## src/rtl/dest_reg_scoreboard.sv

```systemverilog
// Destination-register scoreboard: counts in-flight writes per architectural register
// from issue to writeback and holds issue on RAW hazards or counter saturation.
module dest_reg_scoreboard #(
    parameter int ADDR_W = 5,
    parameter int NREG   = 32,
    parameter int CNT_W  = 2
) (
    input  logic              clk,
    input  logic              rst_n,
    input  logic              flush,
    input  logic              issue_valid,
    output logic              issue_ready,
    input  logic              issue_wr_en,
    input  logic [ADDR_W-1:0] issue_dst,
    input  logic [ADDR_W-1:0] issue_rs,
    input  logic [ADDR_W-1:0] issue_rt,
    input  logic              issue_use_rt,
    input  logic              wb_valid,
    input  logic [ADDR_W-1:0] wb_dst,
    output logic              stall,
    output logic [NREG-1:0]   busy_vec,
    output logic              err_underflow
);

    localparam logic [CNT_W-1:0] CNT_MAX = '1;

    logic [CNT_W-1:0] cnt [NREG];
    logic raw_rs;
    logic raw_rt;
    logic sat_dst;
    logic inc;
    logic dec;
    logic wb_under;

    // Handshake: an instruction transfers on a cycle where issue_valid && issue_ready;
    // issue_ready is combinational from current counts and flush, independent of issue_valid.
    always_comb begin
        raw_rs      = (issue_rs != '0) && (cnt[issue_rs] != '0);
        raw_rt      = issue_use_rt && (issue_rt != '0) && (cnt[issue_rt] != '0);
        sat_dst     = issue_wr_en && (issue_dst != '0) && (cnt[issue_dst] == CNT_MAX);
        issue_ready = !(raw_rs || raw_rt || sat_dst) && !flush;
        stall       = issue_valid && !issue_ready;
        inc         = issue_valid && issue_ready && issue_wr_en && (issue_dst != '0);
        dec         = wb_valid && (wb_dst != '0) && (cnt[wb_dst] != '0);
        wb_under    = wb_valid && (wb_dst != '0) && (cnt[wb_dst] == '0);
    end

    always_comb begin
        busy_vec = '0;
        for (int i = 1; i < NREG; i++) begin
            busy_vec[i] = (cnt[i] != '0);
        end
    end

    // Entry 0 is only ever written by reset, so it stays a constant zero.
    always_ff @(posedge clk or negedge rst_n) begin
        if (!rst_n) begin
            for (int i = 0; i < NREG; i++) begin
                cnt[i] <= '0;
            end
            err_underflow <= 1'b0;
        end else if (flush) begin
            for (int i = 1; i < NREG; i++) begin
                cnt[i] <= '0;
            end
            err_underflow <= 1'b0;
        end else begin
            err_underflow <= wb_under;
            for (int i = 1; i < NREG; i++) begin
                // A same-register issue and retire cancel out.
                if (inc && (issue_dst == ADDR_W'(i)) && !(dec && (wb_dst == ADDR_W'(i)))) begin
                    cnt[i] <= cnt[i] + 1'b1;
                end else if (dec && (wb_dst == ADDR_W'(i)) && !(inc && (issue_dst == ADDR_W'(i)))) begin
                    cnt[i] <= cnt[i] - 1'b1;
                end
            end
        end
    end

endmodule
```

## config.mk

```make
export PLATFORM = sky130hd
export DESIGN_NAME = dest_reg_scoreboard
export DESIGN_NICKNAME = d
export VERILOG_FILES = /design/src/rtl/dest_reg_scoreboard.sv
export SDC_FILE = /design/constraint.sdc
export NUM_CORES = 1
export LEC_CHECK = 0
export ABC_CLOCK_PERIOD_IN_PS = 8100
export BUFFER_PORTS_ARGS = -buffer_cell sky130_fd_sc_hd__clkbuf_2
export CORE_ASPECT_RATIO = 2
export CORE_MARGIN = 1.5
export CORE_UTILIZATION = 28
export DETAILED_ROUTE_END_ITERATION = 10
export GPL_ROUTABILITY_DRIVEN = 0
export GPL_TIMING_DRIVEN = 0
export PLACE_DENSITY_LB_ADDON = 0.15
export SLEW_MARGIN = 20
export SYNTH_ARGS = -nofsm -noshare
export SYNTH_HDL_FRONTEND = slang
export SYNTH_SLANG_ARGS = --single-unit
```

## constraint.sdc

```tcl
create_clock -name clk -period 8.1 [get_ports clk]
set_clock_uncertainty 0.2 [all_clocks]
set_input_delay 1.215 -clock clk [delete_from_list [all_inputs] [get_ports clk]]
set_output_delay 1.215 -clock clk [all_outputs]
set_load 0.02 [all_outputs]
```

==> results.cfg <==
[finish]
layout-drive-gt1-share_pct = 20.2
final_cell_mix = nor2_1 (63), dfrtp_1 (63), clkbuf_2 (50)
syn_to_final_growth_pct = 16.2
final_cell_count_no_fill = 1023
nNetsFinal = 778

[worst_setup_path]
required_ps = 6680
critPathTopFamily = simple AND/OR/NAND/NOR gates
cp.buffers_inverters = 4
end_kind = primary output
r2r_cells = 9
r2r-end = cnt[57]$_DFFE_PN0P_
cp_cell_sequence = clkbuf_2 -> clkbuf_1 -> nor3_1 -> a21oi_1 -> o21ai_0 -> a221oi_2 -> buf_4 -> nor2_1 -> and3_1 -> nor2b_1 -> clkbuf_2
cp_slowest_stage_delay_ps = 650
setup.worst_path.class = input pin to primary output
rrSetupSlack_ps = 4200
path_common_cell = clkbuf_2
cp_slowest_cell = nor2_1
crit_path_start_kind = input pin
crit_arrival_ps = 4230
crit_fanout = 10
reg2reg_from = cnt[38]$_DFFE_PN0P_

[timing]
rsz0062_at_grt = no
max_freq_mhz = 177
slew_headroom_pct = 35.2
tightest_slew_ps = 972
setup_viol = 0
final-hold-violation-count = 0
min_period_ps = 5640
tns_ps = 0
fin_crit_sh_pct = 69.7
hold_ws_ps = 391
final_max_slew_viol_count = 0

[global_routing]
overflow = 0
grt_start_max_net_pins = 47
grt_first_pass_wirelength_um = 38100
antenna_found_initial = 1
grt_pass1_vias = 6167
grt_usage_pct = 24.6

[hold_path]
hold_depth = 2
min_path_type = flip-flop to flip-flop
hold_end = cnt[39]$_DFFE_PN0P_
hold_start = cnt[39]$_DFFE_PN0P_

[place]
dpl.hpwl_um = 20200
dp.cells = 1006
io_buffers = 51

[cts]
root_buffer = clkbuf_16
clockBufferDepth = 2
cts_setup_buffers = 0
cts.sinks = 63
cts_buffers = 9
htreeDepth = 3
path_clk_slew_ps = 60
cts_resized = 0
clock_latency_ps = 370
cts_tree = yes
cts_hold_buf = 0

[synth]
syn_nets = 715
synthFlopType = dfrtp_1
synthDistinctLibCells = 63
async_flop_share_pct = 100
synth_edf_count = 0
ys_ff_latch = 63
synth_top_area_cell = dfrtp_1
synthTopCellsByArea = dfrtp_1 (27%), mux4_2 (9.7%), xnor2_1 (6.5%), nor2_1 (4.1%), nand3_1 (4.0%)
synth_area_um2 = 5780
ys.warnings.count = 2
synth_top_area_share_pct = 27.3
syn_inst = 688
yosysSeqAreaShare_pct = 27.3
postSynthAreaPerCell_um2 = 8.40

[flow_run]
cap_viol_max_count = 0

[power_and_ir_drop]
p_per_area_nw_per_um2 = 134
vdd_ir_drop_max_uv = 67.1
p_leak_nw = 2.69

[routing]
firstDrtPassIters = 5
drc = 0
finalWirelength_um = 25500
routedWlPerCell_um = 25.0
via_per_inst = 5.74
drt-initial-drc-count = 440
postRouteAntennaNets = 0
vias = 5867

[run_status]
status = complete, no violations

[die]
core-area_um2 = 20400
io_pins = 62
die_h_um = 206
initial_core_util_pct = 28.4
die_area_um2 = 21600
num_rows = 74
die_x_um = 105
-- worst reg2reg max path, cell delays in order, from the launching register on --
cell,delay (ps)
dfrtp_1,430
nor2_1,490
mux4_2,360
mux2i_1,90
a221oi_1,360
a31oi_2,140
nor2_2,550
clkbuf_1,790
o211ai_1,190
a21oi_1,210
-- how the worst max path moves through the flow --
stage / depth (start not counted) / to / from
6_report: 11 / stall / issue_rs[0]
5_1_grt: 11 / stall / issue_rs[0]
4_1_cts: 11 / stall / issue_rs[0]
3_5_place_dp: 11 / stall / issue_rs[0]
3_3_place_gp: 11 / stall / issue_rs[0]
2_1_floorplan: 8 / stall / issue_rs[0]
-- per-layer routing --
| metal | global-route usage, % | share of wire, % | vias to the layer above |
|---|---|---|---|
| met2 | 45.3 | 54 | 219 |
| met3 | 3.69 | 4.1 | 97 |
| met4 | 23.8 | 9.8 | 0 |
| li1 | - | - | 2638 |
| met5 | 0 | 0 | - |
| met1 | 22.6 | 32 | 2913 |
-- final cells by class --
type	instances	area [um^2]
Fill cell	2216	13700
Multi-Input combinational cell	542	3820
Sequential cell	63	1580
Tap cell	266	333
Timing Repair Buffer	52	285
Buffer	49	260
Clock buffer	10	229
Inverter	34	128
Clock inverter	6	83.8
Antenna cell	1	2.50
-- power breakdown --
group          total (mW)  internal, mW  switching, mW  leakage [nW]
combinational       0.150        0.0408          0.109          1.65
sequential          0.318         0.316        0.00197         0.879
clock               0.430         0.269          0.162         0.157
-- synth_stat cells, drive strengths merged (6+ instances only) --
| cell type | count |
|---|---|
| and3 | 12 |
| a31oi | 13 |
| nor3b | 9 |
| or2 | 8 |
| o211ai | 17 |
| a21oi | 40 |
| and2 | 16 |
| o2111ai | 7 |
| nand4 | 12 |
| mux2i | 6 |
| clkbuf | 25 |
| nor2 | 64 |
| o21ai | 34 |
| nor3 | 42 |
| inv | 34 |
| xnor2 | 43 |
| or3 | 13 |
| nand2 | 42 |
| nor2b | 15 |
| a21o | 12 |
| nor4 | 19 |
| dfrtp | 63 |
| nand3 | 46 |
| mux4 | 25 |
| buf | 24 |
-- registers in the layout, indices dropped and copies added, names as in the netlist --
signal / flops
err_underflow: 1
cnt: 62
-- metrics by stage --
step / util (%) / worst slack (ps) / power [mW] / instance area [um^2]
final: 33.0 / 2460 / 0.899 / 6720
after global routing: 33.0 / 2450 / 0.928 / 6720
after CTS: 33.0 / 2540 / 0.906 / 6710
after detailed placement: 31.4 / 2540 / 0.473 / 6400
after global placement: 31.3 / 2590 / 0.469 / 6370
after floorplan: - / 3330 / 0.409 / 5780
-- cells by family (layout without fill, tap and decap cells) --
| logic type | count (synthesis) | after routing | share of synthesized area (%) |
|---|---|---|---|
| mux | 31 | 31 | 10.8 |
| other cells | 1 | 2 | 0.0649 |
| compound gates | 146 | 146 | 16.6 |
| flops | 63 | 63 | 27.3 |
| buf+inv | 83 | 151 | 6.71 |
| simple gates | 316 | 316 | 31.3 |
| xor+xnor | 48 | 48 | 7.28 |
(Power assumes the default switching activity.)
